File: config.mk
export PLATFORM = sky130hd
export DESIGN_NAME = debounce_scheduler
export DESIGN_NICKNAME = d
export VERILOG_FILES = /design/src/rtl/debounce_pkg.sv /design/src/rtl/sync_2ff.sv /design/src/rtl/debounce_scheduler.sv
export SDC_FILE = /design/constraint.sdc
export NUM_CORES = 1
export LEC_CHECK = 0
export CAP_MARGIN = 20
export CORE_AREA = 3 3 71 73
export CTS_CLUSTER_DIAMETER = 60
export DETAILED_ROUTE_END_ITERATION = 10
export DIE_AREA = 0 0 74 76
export PLACE_DENSITY = 0.68
export SLEW_MARGIN = 30
export SYNTH_ARGS = -nofsm -noshare
export SYNTH_HDL_FRONTEND = slang
export SYNTH_SLANG_ARGS = --single-unit
File: constraint.sdc
create_clock -name clk -period 2.3 [get_ports clk]
set_clock_uncertainty 0.1 [all_clocks]
set_input_delay 0.23 -clock clk [delete_from_list [all_inputs] [get_ports clk]]
set_output_delay 0.23 -clock clk [all_outputs]
set_load 0.02 [all_outputs]
File: src/rtl/debounce_pkg.sv
// Shared types and defaults for the debounce scheduler.
package debounce_pkg;

  typedef enum logic {
    IDLE,
    TIMING
  } state_t;

  localparam int DEFAULT_TICKS    = 1000000;
  localparam int DEFAULT_CHANNELS = 4;

endpackage

File: src/rtl/sync_2ff.sv
// Single-bit two-flop synchronizer with asynchronous active-high reset to 0.
module sync_2ff (
  input  logic clk,
  input  logic rst,
  input  logic d,
  output logic q
);

  logic meta_p0;
  logic sync_p1;

  always_ff @(posedge clk or posedge rst) begin
    if (rst) begin
      meta_p0 <= 1'b0;
      sync_p1 <= 1'b0;
    end else begin
      meta_p0 <= d;
      sync_p1 <= meta_p0;
    end
  end

  assign q = sync_p1;

endmodule

File: src/rtl/debounce_scheduler.sv
// Multi-channel switch debouncer sharing one timer, granted round-robin.
// Define DEBOUNCE_SCHEDULER_SYNC_EN to add a 2-flop synchronizer per input.
module debounce_scheduler
  import debounce_pkg::*;
#(
  parameter int CHANNELS = DEFAULT_CHANNELS,
  parameter int TICKS    = DEFAULT_TICKS
) (
  input  logic                        clk,
  input  logic                        rst,
  input  logic [CHANNELS-1:0]         i_switch,
  output logic [CHANNELS-1:0]         o_switch,
  output logic [CHANNELS-1:0]         o_press,
  output logic [CHANNELS-1:0]         o_release,
  output logic                        o_busy,
  output logic [$clog2(CHANNELS)-1:0] o_active_ch
);

  localparam int CW    = $clog2(CHANNELS);
  localparam int CNT_W = $clog2(TICKS);
  localparam logic [CNT_W-1:0] CNT_MAX = CNT_W'(TICKS - 1);
  localparam logic [CW-1:0]    LAST_CH = CW'(CHANNELS - 1);

  logic [CHANNELS-1:0] sw_s;

`ifdef DEBOUNCE_SCHEDULER_SYNC_EN
  for (genvar g = 0; g < CHANNELS; g++) begin : g_sync
    sync_2ff u_sync (
      .clk (clk),
      .rst (rst),
      .d   (i_switch[g]),
      .q   (sw_s[g])
    );
  end
`else
  assign sw_s = i_switch;
`endif

  state_t              state, state_n;
  logic [CNT_W-1:0]    cnt, cnt_n;
  logic [CHANNELS-1:0] sw_q, sw_n;
  logic [CHANNELS-1:0] press_q, press_n;
  logic [CHANNELS-1:0] rel_q, rel_n;
  logic [CW-1:0]       owner, owner_n;
  logic [CW-1:0]       last, last_n;
  logic [CHANNELS-1:0] pend;

  // First pending channel after last_v, wrapping around.
  function automatic logic [CW-1:0] rr_pick(input logic [CHANNELS-1:0] pend_v,
                                            input logic [CW-1:0]       last_v);
    logic [CW-1:0] pick;
    logic          found;
    int            idx;
    pick  = last_v;
    found = 1'b0;
    for (int k = 1; k <= CHANNELS; k++) begin
      idx = (int'(last_v) + k) % CHANNELS;
      if (!found && pend_v[CW'(idx)]) begin
        pick  = CW'(idx);
        found = 1'b1;
      end
    end
    return pick;
  endfunction

  assign pend = sw_s ^ sw_q;

  always_ff @(posedge clk or posedge rst) begin
    if (rst) begin
      state   <= IDLE;
      cnt     <= '0;
      sw_q    <= '0;
      press_q <= '0;
      rel_q   <= '0;
      owner   <= '0;
      last    <= LAST_CH;
    end else begin
      state   <= state_n;
      cnt     <= cnt_n;
      sw_q    <= sw_n;
      press_q <= press_n;
      rel_q   <= rel_n;
      owner   <= owner_n;
      last    <= last_n;
    end
  end

  always_comb begin
    state_n = state;
    cnt_n   = cnt;
    sw_n    = sw_q;
    press_n = '0;
    rel_n   = '0;
    owner_n = owner;
    last_n  = last;
    case (state)
      IDLE: begin
        cnt_n = '0;
        if (|pend) begin
          owner_n = rr_pick(pend, last);
          state_n = TIMING;
        end
      end
      TIMING: begin
        // Abort and commit both advance last so a bouncing channel yields.
        if (sw_s[owner] == sw_q[owner]) begin
          state_n = IDLE;
          cnt_n   = '0;
          last_n  = owner;
        end else if (cnt == CNT_MAX) begin
          sw_n[owner] = ~sw_q[owner];
          if (sw_q[owner]) rel_n[owner] = 1'b1;
          else             press_n[owner] = 1'b1;
          state_n = IDLE;
          cnt_n   = '0;
          last_n  = owner;
        end else begin
          cnt_n = cnt + CNT_W'(1);
        end
      end
      default: state_n = IDLE;
    endcase
  end

  assign o_switch    = sw_q;
  assign o_press     = press_q;
  assign o_release   = rel_q;
  assign o_busy      = (state == TIMING);
  assign o_active_ch = owner;

endmodule

==> impl_results.md <==
* Syn. warnings at 0
* DP Cell Count at 270
* Minimum clock period at between 2 and 2.5 ns
* Initial cell density of the core at 0.427
* Post_cts resized at 0
* Antenna cells at 0
* Netlist cell types at 36
* RSZ-0062 raised after global routing: false
* Post-synth ARST share at 1.00
* Max-slew violations at 0
* Worst-Skew Late Latency at 0.29 ns
* Adder and majority gate portion of the synthesized area at 0.00664
* Util after Layout at 0.524
* Port bufs at 20
* Clk buf depth at 2
* Post-route cell area at 2310 µm²
* Routed Antenna Nets at 0
* Post-synth EDFFs at 0
* Die ar. at 5620 µm²
* DP HPWL at 2890 µm
* Worst Path Required at 2.42 ns
* First-pass GRT wire length at 6890 µm
* Synth Flop Type: dfrtp_1
* Mapped cell area at 1890 µm²
* Post-Syn Nets at 197
* TritonCTS clock tree: built
* DR pass1 iterations at 4
* RD Place Congestion at 0.840
* R2r worst-path depth at 4
* Max_slew headroom at 0.667
* Initial DRC count at between 100 and 150
* Register Area at ~930 µm²
* Hold WS at roughly 0.24 ns
* Syn Inst Count at 190
* Total number of vias at approximately 1.6k
* # setup viols final at 0
* Cell Area, Placed at between 2000 and 2500 µm²
* Clock Sink Count at 37
* Largest family of logic cells by synthesized area: simple AND/OR/NAND/NOR gates
* CP Launch Type: register
* Clock slew seen by the registers of the worst setup and hold paths at approximately 0.070 ns
* # DRC at 0
* Die extent in x at ~74 µm
* Grt total ovfl at 0
* GRT Overall Usage at 0.157
* H-tree depth at 2
* Worst Hold Class: input port to asynchronous set/reset pin
* Xor and xnor fraction of the mapped netlist area at 0.107
* Post-CTS Hold Fix Bufs at 0
* # fillers at 413
* Status: finished clean
* #FFs+latches synth at 37
* Drt total wl at around 4000 µm
* Worst Setup End Kind: register
* Worst vdd ir at about 0.62 mV
* NumNets Final at 232
* Post-CTS Setup Repair Bufs at 0
* Via density per instance at 5.69
* Num CTS Buffers at 5
* Synth Area in Simple Gates at 0.239
* Maximum number of pins on one net before global-route repair at 38
* CP Data Arrival Time at around 2.3 ns
* CORE AREA at between 4000 and 5000 µm²
* IO Count at 21
* Finished Layout Cells at approximately 280
* Worst setup path class: register to register
* Die Y at around 76 µm
* Root Driver: clkbuf_8
* Post-Syn Area per Cell at slightly below 10 µm²
* Layout cells sized above 1 at 0.137
* Leakage Power at between 0.0009 and 0.001 µW
* Vias in the first global route at ~1.5k
* Initial antenna violation count at 0
* Setup TNS at 0 ns
* Seq/Total Area, Yosys at 0.492
* Slew @ Worst Pin at about 0.49 ns
* PwrDens at between 800 and 900 nW/µm²
* Drt wl/cell at 14.2 µm
* Critical Path Fanout Max at 5
* Fmax at around 460 MHz
* Std-Cell Rows at 24
* Post-synthesis mux area share at 0.0292
* Area Overhead vs Synth at 22.6%
* Max_cap viols at 0
* Compound-gate portion of the synthesized area at 0.0942
* Period utilization at 0.950
* Multi-input gate area at 897 µm²
* Final hold vios at 0
-- cell usage after synthesis (all sizes together) (2+ instances only) --
cell type   n  area, µm²
nand2b      3       18.8
dfrtp      35        876
nand3       9       45.0
o31ai       4       30.0
a311o       2       20.0
nand2      14       52.6
nor2       23       86.3
a21oi       7       35.0
xor2        8       70.1
nor4        5       37.5
o21ai       3       15.0
nand4       7       43.8
buf         3       15.0
clkbuf      3       11.3
dfstp       2       52.6
o32ai       2       17.5
nor3       10       50.1
mux4        2       45.0
xnor2      15        131
or3         3       18.8
or4         8       67.6
inv         9       33.8
or2         2       12.5
-- per-stage QoR --
step	total power (µW)	setup slack, ns
floorplan	1300	0.0526
global placement	1540	0.146
detailed placement	1540	0.137
CTS	1970	0.121
global route	2100	0.00225
finish	1960	0.115
-- final cells by class --
class | count | share of cell area
sequential | 37 | 0.402
tap | 52 | 0.0281
clock inverter | 2 | 0.00433
timing repair buffer | 34 | 0.132
multi-input combinational | 138 | 0.388
clock buffer | 6 | 0.0314
inverter | 9 | 0.0146
-- worst max-delay path, cell delays in order (launching register included) --
cell	delay, ns
dfrtp_1	0.38
or4_4	0.54
nor4_2	0.49
nand2_1	0.21
a311o_1	0.39
-- cell families (layout without fill, tap and decap cells) --
logic type      after synthesis  in the layout
xor+xnor                     23             23
mux                           3              3
simple gates                 86             86
buf+inv                      15             51
compound gates               25             25
fa+ha+maj                     1              1
flops                        37             37
-- registers in the layout (all words and copies together), names as in the netlist --
signal and cells:
o_switch 4, cnt 20, o_press 4, o_active_ch 2, o_busy 1, o_release 4, last 2
-- routing by layer --
| layer | track usage | part of all wire |
|---|---|---|
| met1 | 0.226 | 0.48 |
| met2 | 0.225 | 0.46 |
| met3 | 0.0383 | 0.046 |
| met4 | 0.0598 | 0.022 |
| met5 | 0 | 0 |
-- worst paths after layout --
check | from | to | slack, ns
min reg2reg | cnt[0]$_DFF_PP0_ | cnt[0]$_DFF_PP0_ | 0.39
max reg2reg | cnt[7]$_DFF_PP0_ | last[1]$_DFFE_PP1P_ | 0.12
max in group asynchronous | rst | last[1]$_DFFE_PP1P_ | 1.52
min in group clk | cnt[0]$_DFF_PP0_ | cnt[0]$_DFF_PP0_ | 0.39
min | rst | o_busy$_DFF_PP0_ | 0.24
max | cnt[7]$_DFF_PP0_ | last[1]$_DFFE_PP1P_ | 0.12
-- where the power goes --
group	leakage, µW	total (µW)	switching (µW)	internal (µW)
Combinational	0.000376	706	394	312
Sequential	0.000497	819	90.4	728
Clock	0.0000450	436	226	210
-- layout by cell type (no fill, tap or decap), drive strengths merged, types with 3 or more instances in the layout --
cell type and n:
a21oi 7, buf 14, clkbuf 6, clkdlybuf4s50 20, dfrtp 35, inv 9
nand2 14, nand2b 3, nand3 9, nand4 7, nor2 23, nor3 10
nor4 5, o21ai 3, o31ai 4, or3 3, or4 8, xnor2 15
xor2 8
No activity file was read; power rests on OpenSTA's default activity.
